## src/rtl/spdif_tx_if.sv

```systemverilog
// rtl/spdif_tx_if.sv - sample pop/ack handshake between an upstream source and spdif_tx
interface spdif_tx_if;
  logic [23:0] data_i;
  logic [1:0]  ack_i;
  logic [1:0]  pop_o;

  modport master (output data_i, output ack_i, input pop_o);
  modport slave  (input data_i, input ack_i, output pop_o);
endinterface

```

## src/rtl/spdif_tx.sv

```systemverilog
// rtl/spdif_tx.sv - IEC 60958 transmitter: 192-frame blocks, B/M/W preambles, biphase-mark output
// Optional: SPDIF_TX_HOLD_ON_UNDERRUN_EN resends the last sample (V=0) instead of zero (V=1) on underrun.
module spdif_tx #(
  parameter int CLKDIV = 8
) (
  input  logic         clk,
  input  logic         rst,
  spdif_tx_if.slave    smp_if,
  input  logic [191:0] cdata_i,
  output logic         spdif_o,
  output logic         underrun_o,
  output logic         block_o
);

  localparam logic [7:0] DIV_MAX = 8'(CLKDIV - 1);

  logic [7:0]  r_div;
  logic [6:0]  r_hc;
  logic [7:0]  r_fr;
  logic [23:0] r_shadow_l;
  logic [23:0] r_shadow_r;
  logic [1:0]  r_valid;
  logic [23:0] r_pay;
  logic        r_v;
  logic        r_c;
  logic        r_pol;
  logic        r_out;
  logic [1:0]  r_pop;
  logic        r_under;
  logic        r_block;

  logic        w_tick;
  logic        w_ch;
  logic        w_load;
  logic        w_valid_c;
  logic [23:0] w_shadow_c;
  logic [23:0] w_ld_pay;
  logic        w_ld_v;
  logic [4:0]  w_slot;
  logic        w_par;
  logic [31:0] w_word;
  logic [7:0]  w_pre_pat;
  logic        w_pre_bit;
  logic        w_pol;
  logic        w_nxt;

  assign w_tick     = (r_div == DIV_MAX);
  assign w_ch       = r_hc[6];
  assign w_load     = w_tick && (r_hc[5:0] == 6'd0);
  assign w_valid_c  = w_ch ? r_valid[1] : r_valid[0];
  assign w_shadow_c = w_ch ? r_shadow_r : r_shadow_l;

`ifdef SPDIF_TX_HOLD_ON_UNDERRUN_EN
  assign w_ld_pay = w_shadow_c;
  assign w_ld_v   = 1'b0;
`else
  assign w_ld_pay = w_valid_c ? w_shadow_c : 24'd0;
  assign w_ld_v   = ~w_valid_c;
`endif

  // Word indexed directly by slot; slots 0..3 are preamble and never read from here.
  assign w_slot = r_hc[5:1];
  assign w_par  = ^{r_c, r_v, r_pay};
  assign w_word = {w_par, r_c, 1'b0, r_v, r_pay, 4'b0000};

  assign w_pre_pat = w_ch ? 8'b11100100 : ((r_fr == 8'd0) ? 8'b11101000 : 8'b11100010);
  assign w_pre_bit = w_pre_pat[3'd7 - r_hc[2:0]];
  // Preamble polarity follows the line level just before its first half-cell.
  assign w_pol     = (r_hc[5:0] == 6'd0) ? r_out : r_pol;

  always_comb begin
    w_nxt = r_out;
    if (w_slot < 5'd4)
      w_nxt = w_pre_bit ^ w_pol;
    else if (!r_hc[0])
      w_nxt = ~r_out;
    else if (w_word[w_slot])
      w_nxt = ~r_out;
  end

  always_ff @(posedge clk or posedge rst) begin
    if (rst) begin
      r_div      <= 8'd0;
      r_hc       <= 7'd0;
      r_fr       <= 8'd0;
      r_shadow_l <= 24'd0;
      r_shadow_r <= 24'd0;
      r_valid    <= 2'b00;
      r_pay      <= 24'd0;
      r_v        <= 1'b0;
      r_c        <= 1'b0;
      r_pol      <= 1'b0;
      r_out      <= 1'b0;
      r_pop      <= 2'b00;
      r_under    <= 1'b0;
      r_block    <= 1'b0;
    end else begin
      r_div   <= w_tick ? 8'd0 : r_div + 8'd1;
      r_pop   <= 2'b00;
      r_under <= 1'b0;
      r_block <= 1'b0;

      if (smp_if.ack_i[0]) r_shadow_l <= smp_if.data_i;
      if (smp_if.ack_i[1]) r_shadow_r <= smp_if.data_i;

      // An ack coinciding with the load refills valid for the following subframe.
      if (smp_if.ack_i[0])
        r_valid[0] <= 1'b1;
      else if (w_load && !w_ch)
        r_valid[0] <= 1'b0;
      if (smp_if.ack_i[1])
        r_valid[1] <= 1'b1;
      else if (w_load && w_ch)
        r_valid[1] <= 1'b0;

      if (w_tick) begin
        r_out <= w_nxt;
        r_hc  <= r_hc + 7'd1;
        if (r_hc[5:0] == 6'd0)
          r_pol <= r_out;
        if (r_hc == 7'd127)
          r_fr <= (r_fr == 8'd191) ? 8'd0 : r_fr + 8'd1;
        if (w_load) begin
          r_pay   <= w_ld_pay;
          r_v     <= w_ld_v;
          r_c     <= cdata_i[r_fr];
          r_under <= ~w_valid_c;
          r_pop   <= w_ch ? 2'b01 : 2'b10;
          r_block <= !w_ch && (r_fr == 8'd0);
        end
      end
    end
  end

  assign smp_if.pop_o = r_pop;
  assign spdif_o      = r_out;
  assign underrun_o   = r_under;
  assign block_o      = r_block;

endmodule

```

## src/flat_wrapper.sv

```systemverilog
// flat-port wrapper written by rule: the top's interface ports become plain ports
module spdif_tx_flat 
#(
  parameter int CLKDIV = 8
)
  (clk, rst, cdata_i, spdif_o, underrun_o, block_o, smp_if_data_i, smp_if_ack_i, smp_if_pop_o);
  spdif_tx_if smp_if_i ();
  input  logic clk;
  input  logic rst;
  input  logic [191:0] cdata_i;
  output logic spdif_o;
  output logic underrun_o;
  output logic block_o;
  input wire logic [$bits(smp_if_i.data_i)-1:0] smp_if_data_i;
  input wire logic [$bits(smp_if_i.ack_i)-1:0] smp_if_ack_i;
  output wire logic [$bits(smp_if_i.pop_o)-1:0] smp_if_pop_o;
  assign smp_if_i.data_i = smp_if_data_i;
  assign smp_if_i.ack_i = smp_if_ack_i;
  assign smp_if_pop_o = smp_if_i.pop_o;
  spdif_tx #(.CLKDIV(CLKDIV)) u_core (.clk(clk), .rst(rst), .smp_if(smp_if_i), .cdata_i(cdata_i), .spdif_o(spdif_o), .underrun_o(underrun_o), .block_o(block_o));
endmodule
```

## config.mk

```make
export PLATFORM = sky130hd
export DESIGN_NAME = spdif_tx_flat
export DESIGN_NICKNAME = d
export VERILOG_FILES = /design/src/rtl/spdif_tx_if.sv /design/src/rtl/spdif_tx.sv /design/src/flat_wrapper.sv
export SDC_FILE = /design/constraint.sdc
export NUM_CORES = 1
export LEC_CHECK = 0
export ABC_AREA = 1
export CAP_MARGIN = 20
export CORE_MARGIN = 2
export CORE_UTILIZATION = 52
export DETAILED_ROUTE_END_ITERATION = 7
export PLACE_DENSITY = 0.84
export SLEW_MARGIN = 20
export SYNTH_ARGS = -nofsm -noshare
export SYNTH_HDL_FRONTEND = slang
export SYNTH_SLANG_ARGS = --single-unit
```

## constraint.sdc

```tcl
create_clock -name clk -period 6.08 [get_ports clk]
set_clock_uncertainty 0.05 [all_clocks]
set_input_delay 0.912 -clock clk [delete_from_list [all_inputs] [get_ports clk]]
set_output_delay 0.912 -clock clk [all_outputs]
set_load 0.01 [all_outputs]
```

Yosys cells after proc, flatten, opt, wreduce, memory -nomap -nowiden

Index checks and enable logic that the tools add are counted.

Mux-type cells: 28
Bitwise operators: 3
Equal/unequal tests: 4
Reduce and logical (&&, ||, !) cells: 13
$lt $le $gt $ge: 4
$add $sub $neg: 4

Operators by type and width:

| kind                | number |
|---|---|
| $mux 24             | 2 |
| $reduce_xor 26->1   | 1 |
| $mux 8              | 3 |
| $add 8x1->8 const B | 2 |
| $mux 1              | 16 |
| $lt 8x9->1 const B  | 1 |
| $bmux 1 s8          | 1 |
| $eq 8x3->1 const B  | 1 |
| $eq 8x8->1 const B  | 1 |
| $logic_not 8->1     | 1 |
| $add 7x1->7 const B | 1 |
| $eq 7x7->1 const B  | 1 |
| $logic_not 6->1     | 1 |
| $lt 5x6->1 const B  | 1 |
| $mux 2              | 3 |
| $reduce_and 2->1    | 3 |
| $bmux 1 s5          | 1 |
| $lt 5x3->1 const B  | 1 |
| $logic_and 1x1->1   | 4 |
| $lt 3x4->1 const B  | 1 |
| $mux 4              | 1 |
| $reduce_bool 2->1   | 2 |
| $bmux 1 s3          | 1 |
| $ne 3x3->1 const B  | 1 |
| other kinds (4)     | 5 |

Bits of input ports: 220
Output and inout port bits: 5
Flip-flop bits (word level): 105

Longest topological paths before layout

Gate-level depths: netlist of the first run.

Depth in word-level cells: 7
Mapped depth: 21
Depth with buffers taken out: 21

Worst setup path after synthesis of the first run

Ideal clock, no wire load.

Kind: input to register
Start point: input cdata_i[36]
End point: register u_core.r_c
Path slack: 4.133 ns
Path buffers: 0
Stages on the path: 16
Setup time: 0.116 ns
Arrival: 1.780 ns
Path through: nor2_1 > nor2_1 > o21ai_1 > o21ai_1 > nand3_1 > nand2_1 > a21oi_2 > a21oi_1 > nor2_1 > nand2_1 > nand2_1 > nand2_1 > nand2_1 > nand2_1 > nand2_1 > nand2_1

Cells in the longest elaborated chain, start to end: 2

Ends and longest elaborated chain:

| what                         | RTL line           | RTL |
|---|---|---|
| from (decl)                  | flat_wrapper.sv:10 | `input logic [191:0] cdata_i;` |
| $bmux 1 s8                   | spdif_tx.sv:126    | `r_c <= cdata_i[r_fr];` |
| $mux 1 (implied by the code) | spdif_tx.sv:126    |  |
| to (signal assigned)         | spdif_tx.sv:126    |  |
| to (decl)                    | spdif_tx.sv:25     | `logic r_c;` |

No other way between the ends. The select of a mux whose other input is x is not followed.
A chain may end at the register's enable or synchronous reset.

Final worst setup path of the first run

Start point: register u_core.r_hc[1]
End point: register u_core.r_valid[0]

Cells in the longest elaborated chain, start to end: 4

Ends and longest elaborated chain:

| what                        | RTL line        | RTL |
|---|---|---|
| from (decl)                 | spdif_tx.sv:18  | `logic [6:0] r_hc;` |
| from (signal assigned)      | spdif_tx.sv:118 | `r_hc <= r_hc + 7'd1;` |
| $logic_not 6->1             | spdif_tx.sv:49  | `assign w_load = w_tick && (r_hc[5:0] == 6'd0);` |
| $logic_and 1x1->1           | spdif_tx.sv:49  |  |
| $logic_and 1x1->1           | spdif_tx.sv:109 | `else if (w_load && !w_ch)` |
| $reduce_bool 2->1 (no line) | n/a             |  |
| to (signal assigned)        | spdif_tx.sv:88  | `r_valid <= 2'b00;` |
| to (signal assigned)        | spdif_tx.sv:108 | `r_valid[0] <= 1'b1;` |
| to (signal assigned)        | spdif_tx.sv:110 | `r_valid[0] <= 1'b0;` |
| to (decl)                   | spdif_tx.sv:22  | `logic [1:0] r_valid;` |

No other way between the ends.

==> results of run 1 <==
routing by layer:
metal  up-vias  share of wire (%)
met2       282                 47
met5         -                  0
met1      3544                 42
met4         0                2.6
met3        49                8.0
li1       3892                  -
path summary, 6_finish.rpt:
path / to
setup / recovery: u_core.r_valid[0]
hold / removal: u_core.r_div[0]
setup reg to reg: u_core.r_valid[0]
hold reg to reg: u_core.r_div[0]
max in group asynchronous: u_core.r_fr[0]
min in group asynchronous: u_core.r_shadow_r[23]
cells in the mapped netlist, types with 6 or more instances:
| cell type | instances |
|---|---|
| nand2_1 | 300 |
| o21ai_0 | 153 |
| nor2_1 | 137 |
| dfrtp_1 | 105 |
| inv_1 | 87 |
| o22ai_1 | 47 |
| nand3_1 | 40 |
| buf_2 | 25 |
| o2111ai_1 | 21 |
| a21oi_1 | 20 |
| clkbuf_1 | 20 |
| o21ai_1 | 18 |
| buf_6 | 13 |
| xor2_1 | 13 |
| buf_4 | 7 |
| nor3_1 | 6 |
power groups by stage:
stage / registers (mW) / logic (mW) / clock network [mW]
after floorplan: 0.772 / 0.145 / 0
after global placement: 0.777 / 0.317 / 0
after detailed placement: 0.779 / 0.326 / 0
after CTS: 0.766 / 0.330 / 0.637
after global routing: 0.771 / 0.369 / 0.668
final: 0.767 / 0.329 / 0.628
sequential cells by signal, summed over array words and instances (netlist names):
name and cells:
u_core.r_hc 7, u_core.r_pol 1, u_core.r_fr 8, u_core.r_div 8, u_core.r_shadow_r 24, u_core.spdif_o 1
u_core.r_v 1, u_core.r_c 1, u_core.block_o 1, u_core.r_pay 24, u_core.smp_if.pop_o 2, u_core.underrun_o 1
u_core.r_valid 2, u_core.r_shadow_l 24
cell families after synthesis:
kind of cell / after synthesis / share of synthesized area (%)
AO/OA/AOI/OAI: 279 / 21.8
XOR/XNOR: 15 / 1.81
adder cells (fa/ha/maj): 5 / 0.861
buffers and inverters: 163 / 10.7
flip-flops: 105 / 36.2
multiplexers: 1 / 0.138
AND/OR/NAND/NOR: 504 / 28.5
stage by stage:
step	hold WS (ns)	utilization, %	area, µm²	std cells	total power [mW]
after detailed placement	0.408	68.0	9360	1413	1.10
after floorplan	0.381	-	7270	1072	0.918
final	0.420	70.3	9680	1428	1.72
after global placement	0.393	68.0	9360	1413	1.09
after CTS	0.418	70.3	9680	1428	1.73
after global routing	0.445	70.3	9680	1428	1.81
final cells by class:
class,count,area share [%]
clock buffers,9,2.33
clock inverters,6,1.02
inverters,95,3.79
multi-input cells,804,39.8
flip-flops and latches,105,27.2
well taps,180,2.33
repair buffers,229,23.5
==> reports/results.tsv, run 1 <==
metric	value	unit
status	finished clean	
synth_cells	1072	
critPathMaxStageDelay	0.69	ns
die_w	122	µm
drc	0	
grt_use_met2	48.0	%
switching_share	25.2	%
grt_pass1_vias	7074	
synth_top_area_share	36.2	%
setup_slack	3.15	ns
crit_top_cell	inv_1	
seq_area_frac_synth	36.2	%
initial_utilization	52.8	%
numCtsBuffers	9	
drive_above_1_share	3.77	%
dp_hpwl	16200	µm
io_buffers	224	
p_clk_share	36.4	%
grt_antenna_before_repair	0	
first_iter_violations	664	
busiest_layer	met2	
cts_hold_buf	0	
grtUsageTotal	29.5	%
n_antenna_cell	0	
r2r.worst_path.cells	7	
grt-ovfl-total	0	
place_ws	3.18	ns
ys_ff_latch	105	
grt_pass1_wl	35100	µm
core-area	13800	µm²
routed_wl	22100	µm
regArea	2630	µm²
min_period_over_period	48.2	%
relSlewSlack	32.7	%
worstSetupPathDepth	7	
vias_per_cell	5.44	
vdd_drop_max	0.208	mV
hp-class	reg -> reg	
r2r_slack	3.15	ns
crit_family	simple AND/OR/NAND/NOR gates	
clock_path_buffers	2	
crit_type	reg -> reg	
r2r-start	u_core.r_hc[1]	
insertion_delay	0.34	ns
worstPathMaxFanout	43	
cap_violations	0	
detail_route.wl_per_cell	15.5	µm
htree_levels	3	
yosys.area.top_type	dfrtp_1	
rsz0062_at_grt	no	
die_area	14900	µm²
period_minus_slack	2.93	ns
synth_fp_nets	1297	
cp_num_buf_inv	2	
root_buffer	clkbuf_16	
gp_congestion	0.905	
cp_data_arrival_time	3.10	ns
worstMarginPinSlew	1.01	ns
vias	7767	
power_frac_comb	19.1	%
startpoint_type	register	
cts_sinks	105	
max_freq	341	MHz
netlist_top_cells_area	dfrtp_1, nand2_1, o21ai_0	
ys.flop_type	dfrtp_1	
drtPass1Iterations	5	
multi_input_area	3860	µm²
cts_resized	0	
power_leakage	4.39	nW
fp.dieH	122	µm
yosys_warnings	0	
fp-row-count	43	
area_growth	33.3	%
ios	225	
p_seq_share	44.5	%
slowest_stage	nor2_4	
final.setup.tns	0	ns
synthArstFlopShare	100	%
grt_max_degree	101	
cts_tree	yes	
n_fill_cell	1193	
end_kind	register	
setup-violations-final	0	
hold_viol	0	
cts.clk_slew.worst_paths	0.07	ns
met3_usage	7.35	%
p_per_area	178	nW/µm²
postRouteAntennaNets	0	
use_met1	39.2	%
yosys.cell_types.count	45	
drv_slew	0	
worstHoldPathCells	1	
min_from	u_core.r_div[0]	
syn_area	7270	µm²
layout_commonest_cell	nand2_1	
postCtsSetupBuffers	0	
switching_power	0.434	mW
avgSynthCellArea	6.78	µm²
crit_path_start	u_core.r_hc[1]	
nets	1469	
p_int	1.29	mW
synth-edff-count	0	
required	6.25	ns
mostFrequentLayoutCells	nand2_1, clkdlybuf4s50_1, o21ai_0, nor2_1, dfrtp_1	
cp_cell_sequence	inv_1, ha_1, nand3_1, nor2_4, inv_1, o21ai_0, nand2_1	
Note: power is estimated with default switching activity, not from simulation.
==> run 2, diff against run 1 <==
--- a/config.mk
+++ b/config.mk
@@ -8,9 +8,9 @@
 export ABC_AREA = 1
 export CAP_MARGIN = 20
 export CORE_MARGIN = 2
-export CORE_UTILIZATION = 52
+export CORE_UTILIZATION = 43
 export DETAILED_ROUTE_END_ITERATION = 7
-export PLACE_DENSITY = 0.84
+export PLACE_DENSITY = 0.74
 export SLEW_MARGIN = 20
 export SYNTH_ARGS = -nofsm -noshare
 export SYNTH_HDL_FRONTEND = slang
==> constraint.sdc (replaced) <==
create_clock -name clk -period 2.4 [get_ports clk]
set_clock_uncertainty 0.05 [all_clocks]
set_input_delay 0.36 -clock clk [delete_from_list [all_inputs] [get_ports clk]]
set_output_delay 0.36 -clock clk [all_outputs]
set_load 0.01 [all_outputs]
==> run 2 against run 1 <==
Compared with the run above:
- worst hold slack got worse by 0.031 ns
- cell area increased by 2.9%
- die area increased by 20%
- flip-flop and latch count unchanged
- power increased by 150%
- sequential power grew to 2.5 times the previous value
- critical path type unchanged
- critical endpoint is now u_core.r_c
- largest cell class unchanged
- highest routed layer unchanged
==> reports/results.tsv, run 2 (same netlist as run 1, synthesis figures left out) <==
metric	value	unit	change
status	finished clean		
crit_family	simple AND/OR/NAND/NOR gates		
r2r_slack	0.30	ns	-2.85 ns
hold_viol	0		unchanged
grt-ovfl-total	0		unchanged
power_leakage	4.51	nW	+2.8%
root_buffer	clkbuf_16		
place_area	9660	µm²	+3.2%
io_buffers	224		unchanged
fin_area	9970	µm²	+2.9%
cap_violations	0		unchanged
mostFrequentLayoutCells	nand2_1, clkdlybuf4s50_1, o21ai_0, nor2_1, dfrtp_1		
drc	0		unchanged
worstPathMaxFanout	51		+19%
critPathMaxStageDelay	0.41	ns	-0.28 ns
multi_input_area	3860	µm²	unchanged
required	2.64	ns	-3.61 ns
place_ws	0.334	ns	-2.84 ns
drv_slew	0		unchanged
die_area	18000	µm²	+20%
fp.dieH	134	µm	+9.6%
cts_sinks	105		unchanged
min_period_over_period	87.7	%	+39 points
p_per_area	430	nW/µm²	+140%
fp-row-count	47		+9.3%
gp_congestion	0.922		+1.9%
dp_hpwl	17400	µm	+7.2%
nets	1491		+1.5%
htree_levels	3		unchanged
end_kind	register		
regArea	2630	µm²	unchanged
top_regs	u_core.r_pay: 24 flops, u_core.r_shadow_l: 24 flops, u_core.r_shadow_r: 24 flops		
grtUsageTotal	26.1	%	-3.3 points
timing.rr.end	u_core.r_c		
crit_type	reg -> reg		
vias	7859		+1.2%
cts_hold_buf	0		unchanged
die_w	134	µm	+9.6%
finish.utilization	60.3	%	-10 points
ios	225		unchanged
numCtsBuffers	9		unchanged
stdcell_count	1491		+4.4%
setup-violations-final	0		unchanged
initial_utilization	44.0	%	-8.8 points
r2r.worst_path.cells	13		+6
grt_max_degree	77		-24%
cts_resized	0		unchanged
rsz0062_at_grt	no		
cts_tree	yes		
grt_pass1_wl	37700	µm	+7.2%
n_fill_cell	1530		+28%
cp_data_arrival_time	2.35	ns	-0.75 ns
vias_per_cell	5.27		-3.1%
final.setup.tns	0	ns	unchanged
postCtsSetupBuffers	0		unchanged
cp_cell_sequence	buf_4, o21ai_1, o22ai_1, nand3_1, nand3_1, a21oi_1, nor3_1, nor2_1, nand2_1, nand2_1, nand2_1, nand2_1, nand2_1		
cp_num_buf_inv	1		-1
n_antenna_cell	0		unchanged
max_freq	475	MHz	+39%
first_iter_violations	641		-3.5%
setup_slack	0.296	ns	-2.85 ns
crit_top_cell	nand2_1		
r2r-start	u_core.r_fr[1]		
clock_path_buffers	2		unchanged
core-area	16500	µm²	+20%
postRouteAntennaNets	0		unchanged
drtPass1Iterations	5		unchanged
detail_route.wl_per_cell	15.6	µm	+0.54%
period_minus_slack	2.10	ns	-0.826 ns
insertion_delay	0.36	ns	+0.02 ns
startpoint_type	register		
relSlewSlack	66.0	%	+33 points
grt_antenna_before_repair	0		unchanged
vdd_drop_max	0.602	mV	+190%
hp-class	in -> async		
drive_above_1_share	5.35	%	+1.6 points
layout_commonest_cell	nand2_1		
slowest_stage	buf_4		
area_growth	37.2	%	
routed_wl	23200	µm	+5.0%
worstMarginPinSlew	0.509	ns	-0.501 ns
dp_cells	1475		+4.4%
cts.clk_slew.worst_paths	0.07	ns	about the same
grt_pass1_vias	7297		+3.2%
==> run 2: stage by stage <==
| step | hold slack, ns | power, mW |
|---|---|---|
| 2_1_floorplan | 0.381 | 2.33 |
| 3_3_place_gp | 0.393 | 2.79 |
| 3_5_place_dp | 0.405 | 2.81 |
| 4_1_cts | 0.405 | 4.32 |
| 5_1_grt | 0.426 | 4.51 |
| 6_report | 0.389 | 4.28 |
==> run 2: area by class of cell <==
type | instances | area share (%)
clock buffers | 12 | 2.47
clock inverters | 4 | 0.565
inverters | 95 | 3.69
multi-input cells | 804 | 38.7
flip-flops and latches | 105 | 26.4
well taps | 220 | 2.76
repair buffers | 251 | 25.4
==> run 2: worst max path at each step <==
| stage | startpoint | endpoint | slack, ns | cells after the start |
|---|---|---|---|---|
| finish | u_core.r_fr[1] | u_core.r_c | 0.30 | 13 |
| global route | u_core.r_fr[0] | u_core.r_c | 0.10 | 14 |
| CTS | u_core.r_fr[1] | u_core.r_c | 0.33 | 13 |
| detailed placement | cdata_i[138] | u_core.r_c | 0.33 | 13 |
| global placement | cdata_i[138] | u_core.r_c | 0.34 | 13 |
| floorplan | u_core.r_fr[0] | u_core.spdif_o | 0.50 | 14 |
==> run 2: layer usage <==
layer	wire length (µm)	vias to the layer above	part of all wire, %	GRT usage [%]
met5	0	-	0	0
met4	511	0	2.2	7.09
met3	1720	39	7.4	5.90
met2	10900	304	47	42.4
met1	10100	3594	44	35.4
li1	-	3922	-	-
==> run 2: worst register-to-register path: cells and delay by family, from the launching register on <==
kind,cells,cell delay [ns]
buffers and inverters,1,0.41
AO/OA/AOI/OAI,3,0.52
AND/OR/NAND/NOR,9,0.71
flip-flops,1,0.36
==> run 2: report_power, final <==
part	internal [mW]	leakage [nW]	switching (mW)	total (mW)
Sequential	1.88	1.31	0.0639	1.94
Combinational	0.472	3.06	0.366	0.838
Clock	0.850	0.148	0.655	1.50
